===== src/rtl/sar_search_pkg.sv =====
// sar_search_pkg
//   Shared declarations for the successive-approximation search block:
//   the controller state enum, the default operand width and the helper
//   that sizes the step counter.
package sar_search_pkg;

   typedef enum logic [1:0] {
      IDLE  = 2'd0,
      TEST  = 2'd1,
      CHECK = 2'd2,
      DONE  = 2'd3
   } state_e;

   localparam int unsigned W_DEF = 4;

   // A search uses at most W TEST compares plus one CHECK compare,
   // so the counter has to hold values 0..W+1.
   function automatic int unsigned steps_w(input int unsigned w);
      return $clog2(w + 2);
   endfunction

endpackage


===== src/rtl/sar_search.sv =====
// sar_search
//   Successive-approximation controller. Drives the trial operand of an
//   external combinational comparator and narrows down the unknown value
//   one bit per cycle, MSB first, with early exit on an equal flag and a
//   final CHECK compare once all bits are decided.
//   Ports:
//     clk_i, rst_i   : clock, synchronous active-high reset
//     start_i        : request a search (only looked at in IDLE)
//     trial_o        : operand presented to the comparator
//     greater_i/equal_i/smaller_i : comparator flags for trial_o
//     busy_o         : search in progress (TEST or CHECK)
//     done_o         : one-cycle completion pulse
//     result_o/found_o/error_o/steps_o : outcome, held until next start
module sar_search
   import sar_search_pkg::*;
#(
   parameter  int unsigned W  = W_DEF,
   localparam int unsigned SW = steps_w(W)
) (
   input  logic          clk_i,
   input  logic          rst_i,
   input  logic          start_i,
   output logic [W-1:0]  trial_o,
   input  logic          greater_i,
   input  logic          equal_i,
   input  logic          smaller_i,
   output logic          busy_o,
   output logic          done_o,
   output logic [W-1:0]  result_o,
   output logic          found_o,
   output logic          error_o,
   output logic [SW-1:0] steps_o
);

   localparam int unsigned KW = (W > 1) ? $clog2(W) : 1;

   state_e          state_q, state_d;
   logic [W-1:0]    acc_q,   acc_d;
   logic [KW-1:0]   k_q,     k_d;
   logic [SW-1:0]   cnt_q,   cnt_d;
   logic [W-1:0]    res_q,   res_d;
   logic            fnd_q,   fnd_d;
   logic            err_q,   err_d;
   logic [SW-1:0]   stp_q,   stp_d;
   logic [W-1:0]    probe;

   function automatic logic flags_onehot(input logic g, input logic e, input logic s);
      return ({g, e, s} == 3'b100) || ({g, e, s} == 3'b010) || ({g, e, s} == 3'b001);
   endfunction

   // Candidate value with the bit under test set.
   assign probe = acc_q | (W'(1) << k_q);

   // State and datapath registers.
   always_ff @(posedge clk_i) begin
      if (rst_i) begin
         state_q <= IDLE;
         acc_q   <= '0;
         k_q     <= '0;
         cnt_q   <= '0;
         res_q   <= '0;
         fnd_q   <= 1'b0;
         err_q   <= 1'b0;
         stp_q   <= '0;
      end else begin
         state_q <= state_d;
         acc_q   <= acc_d;
         k_q     <= k_d;
         cnt_q   <= cnt_d;
         res_q   <= res_d;
         fnd_q   <= fnd_d;
         err_q   <= err_d;
         stp_q   <= stp_d;
      end
   end

   // Next-state and datapath update. The reported outcome is written on
   // the transition into DONE so it is already valid during the pulse.
   always_comb begin
      state_d = state_q;
      acc_d   = acc_q;
      k_d     = k_q;
      cnt_d   = cnt_q;
      res_d   = res_q;
      fnd_d   = fnd_q;
      err_d   = err_q;
      stp_d   = stp_q;
      unique case (state_q)
         IDLE: begin
            if (start_i) begin
               state_d = TEST;
               acc_d   = '0;
               k_d     = KW'(W - 1);
               cnt_d   = '0;
               res_d   = '0;
               fnd_d   = 1'b0;
               err_d   = 1'b0;
               stp_d   = '0;
            end
         end
         TEST: begin
            cnt_d = cnt_q + SW'(1);
            if (!flags_onehot(greater_i, equal_i, smaller_i)) begin
               state_d = DONE;
               err_d   = 1'b1;
               res_d   = acc_q;
               stp_d   = cnt_d;
            end else if (equal_i) begin
               state_d = DONE;
               acc_d   = probe;
               fnd_d   = 1'b1;
               res_d   = probe;
               stp_d   = cnt_d;
            end else begin
               if (smaller_i) acc_d = probe;
               if (k_q == '0) state_d = CHECK;
               else           k_d     = k_q - KW'(1);
            end
         end
         CHECK: begin
            cnt_d   = cnt_q + SW'(1);
            state_d = DONE;
            res_d   = acc_q;
            stp_d   = cnt_d;
            if (!flags_onehot(greater_i, equal_i, smaller_i)) err_d = 1'b1;
            else if (equal_i)                                 fnd_d = 1'b1;
         end
         DONE: begin
            state_d = IDLE;
         end
         default: state_d = IDLE;
      endcase
   end

   // Outputs.
   always_comb begin
      trial_o = '0;
      busy_o  = 1'b0;
      done_o  = 1'b0;
      unique case (state_q)
         TEST:    begin trial_o = probe; busy_o = 1'b1; end
         CHECK:   begin trial_o = acc_q; busy_o = 1'b1; end
         DONE:    done_o = 1'b1;
         default: ;
      endcase
   end

   assign result_o = res_q;
   assign found_o  = fnd_q;
   assign error_o  = err_q;
   assign steps_o  = stp_q;

endmodule

===== config.mk =====
export PLATFORM = sky130hd
export DESIGN_NAME = sar_search
export DESIGN_NICKNAME = d
export VERILOG_FILES = /design/src/rtl/sar_search_pkg.sv /design/src/rtl/sar_search.sv
export SDC_FILE = /design/constraint.sdc
export NUM_CORES = 1
export LEC_CHECK = 0
export CORE_AREA = 2 2 53 55
export DETAILED_ROUTE_END_ITERATION = 10
export DIE_AREA = 0 0 55 57
export PLACE_DENSITY = 0.76
export SETUP_SLACK_MARGIN = 0.05
export SYNTH_ARGS = -nofsm -noshare
export SYNTH_HDL_FRONTEND = slang
export SYNTH_SLANG_ARGS = --single-unit

===== constraint.sdc =====
create_clock -name clk_i -period 1.9 [get_ports clk_i]
set_input_delay 0.19 -clock clk_i [delete_from_list [all_inputs] [get_ports clk_i]]
set_output_delay 0.19 -clock clk_i [all_outputs]
set_load 0.05 [all_outputs]

[Yosys cells after proc, flatten, opt, wreduce, memory -nomap -nowiden]
Index checks and enable logic that the tools add are counted.
Word-level totals
  output and inout bits: 15
  register bits: 20
  word-level logic and storage cells: 75
Operators by class
  $add $sub $neg: 2
  reductions and logical operators: 15
  bitwise operators: 1
  equality and inequality tests: 16
  shift-type cells: 1
  mux-type cells: 32
Operator list (number)
  $mux W4: 6
  $mux W2: 8
  $pmux W4 S2: 2
  $pmux W4 S3: 1
  $ne A2 B2 Y1 const B: 5
  $mux W3: 3
  $pmux W3 S3: 1
  $pmux W2 S4: 1
  $reduce_and A4 Y1: 2
  $mux W1: 6
  $ne A3 B3 Y1 const B: 2
  $pmux W3 S2: 1
  $reduce_and A3 Y1: 2
  $reduce_and A5 Y1: 1
  $eq A2 B2 Y1 const B: 2
  $logic_not A2 Y1: 2
  $ne A2 B1 Y1 const B: 2
  $ne A4 B4 Y1 const B: 1
  $or A4 B4 Y4: 1
  $pmux W1 S2: 2
  $pmux W2 S2: 1
  $reduce_and A2 Y1: 2
  $reduce_bool A2 Y1: 2
  $shl A1 B2 Y4 const A: 1
  9 further kinds: 10

[Logic depth before layout (Yosys ltp)]
Gate-level depths: netlist of the first run.
  word-level depth: 6
  depth in mapped cells: 8

[Worst setup path before layout of the first run]
Ideal clock, no wire load.
  path kind: reg-to-output
  from: register state_q[0]
  to: output trial_o[0]
  path slack: -0.898 ns
  arrival time: 2.608 ns
  stages on the path, launching flop included: 5
  cell sequence: dfxtp_1 -> inv_1 -> ha_1 -> clkbuf_1 -> a21boi_0
Between the ends
  cells in the longest elaborated chain, start to end: 2
RTL lines
  from (decl): RTL line sar_search.sv:37  | state_e state_q, state_d;
  from (signal assigned): RTL line sar_search.sv:66  | state_q <= state_d;
  $eq A2 B2 Y1 or $eq A2 B1 Y1 (tied branches): RTL line sar_search.sv:140  | unique case (state_q)
  $pmux W4 S2 *: RTL line sar_search.sv:140
  to (decl): RTL line sar_search.sv:23  | output logic [W-1:0] trial_o,
Mark *: on every way between the ends. The rest lies on a longest branch, timed or not.

[Final worst setup path of the first run]
Same ends and word-level chain as after synthesis.

==> impl_summary.md, run 1 <==
Run status
The run finished with clean final reports.

Synth
The number of synthesized register bits is 20. The synthesis warning total is 0. The gate count of the mapped netlist is 150. Counting distinct cell types in the post-synthesis netlist gives 38. By count the netlist is led by sky130_fd_sc_hd__dfxtp_1 (20), sky130_fd_sc_hd__nand2_1 (18), sky130_fd_sc_hd__a21oi_1 (12). For this run, the leading register cell type out of synthesis is sky130_fd_sc_hd__dfxtp_1. Ranked by total cell area, the synthesized netlist is headed by sky130_fd_sc_hd__dfxtp_1 (32%), sky130_fd_sc_hd__ha_1 (9.9%), sky130_fd_sc_hd__nand2_1 (5.4%). The synthesized design spends more area on one cell type than any other, namely sky130_fd_sc_hd__dfxtp_1. The most frequent cell after synthesis is sky130_fd_sc_hd__dfxtp_1. The number of nets in the synthesized netlist is 166. The summed instance area of the synthesized netlist is 1260 um2. The mean cell area of the mapped netlist is 8.41 um2. Of the synthesized area, sequential elements account for 0.317.

The share of async-settable or async-resettable flops after synthesis is 0. The number of enable flip-flop cells after synthesis is 0. The share of synthesized area in the top cell type comes to 0.317.

Drt
The routed layout has 1,212 vias. The first routing iteration left 29 violations. The DRC violations left is 0. The remaining number of nets flagged by the antenna check after routing is 0. For this block, the routed nets add up to 3070 um of wire. After detailed routing, the average wire length per cell comes to 14.6 um. The number of search-and-repair iterations in the first detailed-routing pass is 4.

The via density per instance is 5.77.

Cells and area
Fill cells in the final layout number 219. The finished cells cover 1730 um2. At the end of the flow, the number of nets in the layout was 196.

Of the cells placed in the final design, the portion with a size suffix greater than 1 is 0.223. Compared with the post-synthesis result, the final layout area differs by 37.3%. The area taken by flip-flops and latches is 403 um2. The multi-input combinational cells in the finished layout cover a total of 855 um2.

The number of antenna repair diodes is 0.

Place
After detailed placement, the total cell area comes to 1620 um2. The weighted congestion at the end of routability-driven global placement is 0.846. The final HPWL from detailed placement is 2130 um. Buffers placed on the I/O ports in this run total 20.

Worst hold path
In this run the worst hold path is classified as flop to flop.

Floorplan
The height of the chip is 57 um. In this run the horizontal extent of the chip is 55 um. In this run the core area contains 19 standard-cell rows. The initial core utilization is 0.482.

The region available for standard cell placement spans 2620 um2. The number of I/O pins is 21. The area of the die is 3140 um2.

Critical path
STA classifies the critical path endpoint as an output port. Walking the worst path, the cells encountered are inv_2 -> ha_2 -> o21ai_0 -> buf_4 -> a21boi_4 -> buf_12. The required time at the worst-slack endpoint is 1.71 ns. The peak fanout along the critical path is 6.

For this run, the slowest stage of the critical path takes 0.39 ns. The category of the critical setup timing path is flop to output port. STA classifies the critical path startpoint as a flop. For this design, the slowest cell found on the critical path is sky130_fd_sc_hd__dfxtp_2.

For the worst setup path, the data arrival time is 1.61 ns.

Power
The net switching share of the total power is 0.457. The switching power total is 1.28 mW. The proportion of power drawn by combinational gates is 0.655. The sequential share of power is 0.220.

The total leakage power is 0.647 nW. The maximum vdd ir drop is 1.29 mV. The clock network fraction of total power is 0.125. The cell internal power dissipation is 1.52 mW. The power density over cell area is 1620 nW/um2.

STA
The highest clock frequency the design can meet is 554 MHz. At the pin with the least slew margin, the transition time is 0.502 ns. Adding up every negative setup slack in the final design gives 0 ns. The count of endpoints failing hold in the final timing report is 0. The count of final max-slew check failures is 0.

Setup repair after global routing could not meet its margin everywhere. Setup violations remaining at the end of the flow were counted as 0. The max-slew headroom at the worst pin is 0.664. Dividing the final minimum period by the clock period gives 0.950. The clock period minus worst slack is 1.80 ns. For the final database, setup skew stands at 0.00407 ns.

CTS
The number of CTS-inserted buffers is 3. CTS built an H-tree with a depth of 1. After clock tree synthesis, the flow added hold-fix buffers numbering 0. After clock tree synthesis, the clock-pin slew on the worst setup and hold paths is 0.11 ns.

The tree is rooted in a sky130_fd_sc_hd__clkbuf_4. The maximum count of clock buffers along a single path is 2. The number of sinks on the clock net is 20. The later pin in the worst-skew pair is clocked with a latency of 0.31 ns.

The clock tree from TritonCTS is built.

Run
Max-cap violations in this run came to 0.

Global route
The number of global-route vias before repair was 1,175. The wire length of the first global-routing pass is 5320 um. The initial antenna violation count is 0. Summed over all layers, the global routing overflow is 0. Entering global routing, the biggest net connects 16 pins.

The global-route total usage across every layer is 0.229.
==> state kept, by name, indices dropped and copies added, names as in the netlist <==
signal	flops
cnt_q	3
error_o	1
acc_q	4
found_o	1
k_q	2
state_q	2
result_o	4
steps_o	3
==> cells in the final DEF (no fill, tap or decap), types with 2 or more instances in the layout <==
cell / instances
sky130_fd_sc_hd__a21boi_4: 4
sky130_fd_sc_hd__nand2b_1: 2
sky130_fd_sc_hd__inv_1: 8
sky130_fd_sc_hd__a211oi_1: 2
sky130_fd_sc_hd__dfxtp_2: 2
sky130_fd_sc_hd__buf_12: 5
sky130_fd_sc_hd__xor2_1: 2
sky130_fd_sc_hd__ha_4: 2
sky130_fd_sc_hd__xnor2_1: 2
sky130_fd_sc_hd__a21oi_1: 12
sky130_fd_sc_hd__nand3_1: 7
sky130_fd_sc_hd__clkdlybuf4s50_1: 14
sky130_fd_sc_hd__mux2i_1: 3
sky130_fd_sc_hd__o21ai_1: 2
sky130_fd_sc_hd__nand2_1: 18
sky130_fd_sc_hd__dfxtp_1: 18
sky130_fd_sc_hd__nor3_1: 3
sky130_fd_sc_hd__nor2b_1: 2
sky130_fd_sc_hd__ha_1: 7
sky130_fd_sc_hd__buf_4: 14
sky130_fd_sc_hd__a22o_1: 4
sky130_fd_sc_hd__nor2_1: 10
sky130_fd_sc_hd__clkbuf_4: 3
sky130_fd_sc_hd__inv_2: 2
sky130_fd_sc_hd__nand3b_1: 3
sky130_fd_sc_hd__o221ai_1: 3
sky130_fd_sc_hd__o21ai_0: 7
sky130_fd_sc_hd__a31oi_1: 3
==> power by group through the flow <==
stage | sequential (mW) | combinational [mW] | clock (mW)
2_1_floorplan | 0.675 | 1.10 | 0
3_3_place_gp | 0.594 | 1.60 | 0
3_5_place_dp | 0.609 | 1.64 | 0
4_1_cts | 0.609 | 1.76 | 0.354
5_1_grt | 0.627 | 1.98 | 0.371
6_report | 0.615 | 1.84 | 0.350
==> per-layer routing <==
layer,global-route usage,wire length (um),part of all wire,vias up
met5,0,0,0,-
met3,0.0236,128,0.042,4
met4,0.0941,53,0.017,0
met1,0.317,1310,0.43,577
li1,-,-,-,591
met2,0.357,1570,0.51,40
==> metrics by stage <==
stage / worst slack, ns / hold slack (ns) / utilization / power (mW) / cells
4_1_cts: 0.0802 / 0.462 / 0.653 / 2.73 / 208
3_3_place_gp: 0.139 / 0.444 / 0.618 / 2.19 / 201
3_5_place_dp: 0.00921 / 0.447 / 0.618 / 2.25 / 201
2_1_floorplan: 0.101 / 0.440 / - / 1.77 / 150
6_report: 0.0954 / 0.459 / 0.662 / 2.80 / 210
5_1_grt: 0.0460 / 0.490 / 0.662 / 2.97 / 210
==> logic make-up (layout without fill, tap and decap cells) <==
family,Yosys count,in the layout,synth area share
AND/OR/NAND/NOR,52,52,0.209
AO/OA/AOI/OAI,42,42,0.232
flip-flops,20,20,0.317
buffers and inverters,18,47,0.0685
adder cells (fa/ha/maj),10,10,0.0992
XOR/XNOR,5,5,0.0496
multiplexers,3,3,0.0238
==> path summary, 6_finish.rpt <==
check	slack [ns]	endpoint	from	cells past startpoint
max	0.1	trial_o[0]	state_q[0]	6
min	0.46	steps_o[2]	steps_o[2]	2
max reg2reg	0.17	state_q[0]	state_q[0]	6
min reg2reg	0.46	steps_o[2]	steps_o[2]	2
==> worst max-delay path, delay by kind of cell, from the launching register on <==
family	cells	cell delay (ns)
flops	1	0.39
compound gates	2	0.26
buf+inv	3	0.42
fa+ha+maj	1	0.24
==> timing repair <==
| item | in CTS | in global routing |
|---|---|---|
| buffers inserted | 3 | 2 |
| pin swaps | 2 | 1 |
| endpoints found under the setup margin | 8 | 8 |
| gates resized for setup | 7 | 2 |
==> cell type report <==
cell class | count | area share
clock inverter | 1 | 0.0173
timing repair buffer | 33 | 0.199
inverter | 10 | 0.0217
clock buffer | 3 | 0.0130
multi-input combinational | 112 | 0.493
tap | 31 | 0.0224
sequential | 20 | 0.233
(Power assumes the default switching activity.)
==> run 2: changes to the inputs <==
--- a/config.mk
+++ b/config.mk
@@ -6,6 +6,7 @@
 export NUM_CORES = 1
 export LEC_CHECK = 0
 export CORE_AREA = 2 2 53 55
+export CTS_CLUSTER_SIZE = 25
 export DETAILED_ROUTE_END_ITERATION = 10
 export DIE_AREA = 0 0 55 57
 export PLACE_DENSITY = 0.76
==> results of run 2 <==
No change in the layout: final DEF, timing and power equal those of run 1.
==> run 3: changes to the inputs <==
--- a/config.mk
+++ b/config.mk
@@ -9,6 +9,7 @@
 export CTS_CLUSTER_SIZE = 25
 export DETAILED_ROUTE_END_ITERATION = 10
 export DIE_AREA = 0 0 55 57
+export GPL_TIMING_DRIVEN = 0
 export PLACE_DENSITY = 0.76
 export SETUP_SLACK_MARGIN = 0.05
 export SYNTH_ARGS = -nofsm -noshare
==> impl_summary.md, run 3 (synthesis results as in run 1) <==
STA
The final setup slack of the worst path is 0.0727 ns (-0.0227 ns). The actual slew at the worst max-slew pin came to 0.498 ns (-0.00389 ns). The final cycle utilization of the critical path is 0.962 (+0.0119). The clock period minus worst slack came to 1.83 ns (+0.0227 ns).

The worst clock skew is 0.00833 ns (+0.00425 ns). The total negative slack for setup checks was 0 ns (unchanged). The highest clock frequency the design can meet came to 547 MHz (-1.2%). The max-slew headroom at the worst pin is 0.667 (+0.00260). Setup repair after global routing could not meet its margin everywhere. The count of final max-slew check failures is 0 (unchanged). The count of endpoints failing hold in the final timing report came to 0 (unchanged). The total of endpoints with negative setup slack in the final report is 0 (unchanged).

Cells and area
The share of cells above drive strength 1 is 0.227 (+0.00381). The final cell utilization of the core is 0.650 (-0.0124). The post-layout net count was 193 (-1.5%).

The area growth from synthesis to layout is 34.7%. The number of antenna repair diodes is 0 (unchanged). In the layout the commonest cells are sky130_fd_sc_hd__nand2_1 (18), sky130_fd_sc_hd__dfxtp_1 (18), sky130_fd_sc_hd__a21oi_1 (12), sky130_fd_sc_hd__nor2_1 (10), sky130_fd_sc_hd__clkdlybuf4s50_1 (10). The fill cell instance count of the final layout is 211 (-3.7%). The design area is 1700 um2 (-1.9%).

Global route
The number of global-route vias before repair was 1,062 (-9.6%). The global-route total usage across every layer was 0.205 (-0.0233). The total overflow reported by the global router came to 0 (unchanged).

The initial antenna violation count is 0 (unchanged). The maximum number of pins on one net before global-route repair was 13 (-3). The wire length of the first global-routing pass came to 4750 um (-11%).

Run status
The flow ran to the end, and the final reports show no timing, DRC or antenna violations.

Drt
The overall routed net length is 3110 um (+1.2%). The remaining number of nets flagged by the antenna check after routing is 0 (unchanged). The detailed-route wire length per cell is 15.0 um (+2.6%). The violation count after the first detailed-route iteration came to 40 (+38%). The via density per instance was 5.91 (+2.4%).

The DRC violations left was 0 (unchanged). The number of search-and-repair iterations in the first detailed-routing pass is 4 (unchanged). The total number of vias is 1,223 (+0.91%).

Floorplan
The number of I/O pins is 21 (unchanged). The height of the chip is 57 um (unchanged). The number of standard-cell rows in the floorplan was 19 (unchanged). The area inside the core boundary is 2620 um2 (unchanged). The horizontal die dimension is 55 um (unchanged). The area of the die is 3140 um2 (unchanged). The initial core utilization is 0.482 (unchanged).

Critical path
The critical path arrival was 1.64 ns (+0.03 ns). The category of the critical setup timing path is flop to output port. The required time at the worst-slack endpoint is 1.71 ns (about the same).

The buffer and inverter count on the worst path was 4 (+1). The maximum cell stage delay along the critical path is 0.39 ns (about the same). The type of destination of the critical path is an output port. Broken down by cell family, the worst path's largest delay share belongs to buffers and inverters.

STA classifies the critical path startpoint as a flop. The peak fanout along the critical path is 7 (+1). The slowest stage of the critical path is the sky130_fd_sc_hd__dfxtp_4 cell. Walking the worst path, the cells encountered are buf_12 -> ha_4 -> buf_6 -> buf_8 -> o21ai_2 -> a21boi_4 -> buf_6. The most numerous cell type found on the critical path is sky130_fd_sc_hd__buf_6.

Power
The total leakage power is 0.631 nW (-2.5%). The switching power total is 1.31 mW (+2.2%). The maximum vdd ir drop is 1.06 mV (-18%). The power density over cell area is 1660 nW/um2 (+2.6%). The proportion of power drawn by combinational gates is 0.651 (-0.004). The net switching share of the total power is 0.464 (+0.00684). The cell internal power dissipation is 1.51 mW (-0.55%). The clock network fraction of total power is 0.129 (+0.004). The sequential share of power was 0.220 (about the same). The total power is 2.82 mW (+0.72%).

Run
The number of max-cap violations is 0 (unchanged).

CTS
The clock-pin slew on the worst setup and hold paths was 0.13 ns (+0.02 ns). The post-cts hold buffer count is 0 (unchanged). The clock tree from TritonCTS is built. The total number of H-tree levels came to 1 (unchanged).

The tree is rooted in a sky130_fd_sc_hd__clkbuf_4. The number of CTS-inserted buffers is 3 (unchanged). The maximum count of clock buffers along a single path is 2 (unchanged). The number of sinks on the clock net is 20 (unchanged). The insertion delay of the later-clocked pin in the worst-skew pair was 0.32 ns (about the same).

Worst hold path
The path category of the worst min-delay check is input port to flop.

Place
The final HPWL from detailed placement is 2160 um (+1.2%). The number of buffers inserted by port buffering is 16 (-20%). The weighted congestion at the end of routability-driven global placement is 0.869 (+2.8%). The worst slack at placement is -0.613 ns (-0.623 ns). The placed instance area is 1520 um2 (-6.1%).
-- run 3: cell types whose count changed in the layout (fill, tap and decap cells not counted), sizes merged --
cell	before	now
buf	19	16
clkdlybuf4s15	0	2
clkbuf	3	5
clkdlybuf4s50	14	10
-- run 3: cell type report --
type,count,area (um2),share of cell area
buffer,8,75.1,0.0442
clock buffer,3,22.5,0.0133
clock inverter,1,30.0,0.0177
inverter,10,40.0,0.0236
multi-input combinational,112,862,0.507
sequential,20,408,0.240
tap,31,38.8,0.0228
timing repair buffer,22,223,0.131
-- run 3: metal layers --
layer	share of wire	vias up	global-route usage	wire length (um)
li1	-	586	-	-
met1	0.45	590	0.289	1390
met4	0.0080	0	0.0732	25
met2	0.50	45	0.321	1550
met3	0.045	2	0.0236	141
met5	0	-	0	0
-- run 3: tightest hold or removal path, stage by stage --
cell and delay, ns:
sky130_fd_sc_hd__buf_2 0.17, sky130_fd_sc_hd__a31oi_1 0.14, sky130_fd_sc_hd__nor3_1 0.06
-- run 3: power groups by stage --
| stage | logic [mW] | registers, mW | clock network, mW |
|---|---|---|---|
| floorplan | 1.10 | 0.675 | 0 |
| global placement | 1.49 | 0.594 | 0 |
| detailed placement | 1.52 | 0.604 | 0 |
| CTS | 1.70 | 0.615 | 0.364 |
| global route | 1.97 | 0.639 | 0.381 |
| finish | 1.84 | 0.623 | 0.364 |
-- run 3: final timing paths --
check                                    to        from  cells after the start  slack [ns]
worst min-delay path                found_o     equal_i                      3        0.27
worst min register to register   steps_o[2]  steps_o[2]                      2        0.46
worst max register to register  result_o[3]  state_q[0]                      7        0.18
worst max-delay path             trial_o[3]  state_q[0]                      7        0.07
-- run 3: through the flow --
step,hold slack [ns],instances
detailed placement,0.451,197
floorplan,0.440,150
finish,0.273,207
global route,0.287,207
CTS,0.267,204
global placement,0.441,197
-- run 3: repair_timing --
action / 4_1_cts / 5_1_grt
gates cloned: 0 / 0
buffers inserted: 3 / 3
setup endpoints to repair: 8 / 6
pin swaps: 1 / 1
hold endpoints to repair: 0 / 0
resized for setup: 51 / 7
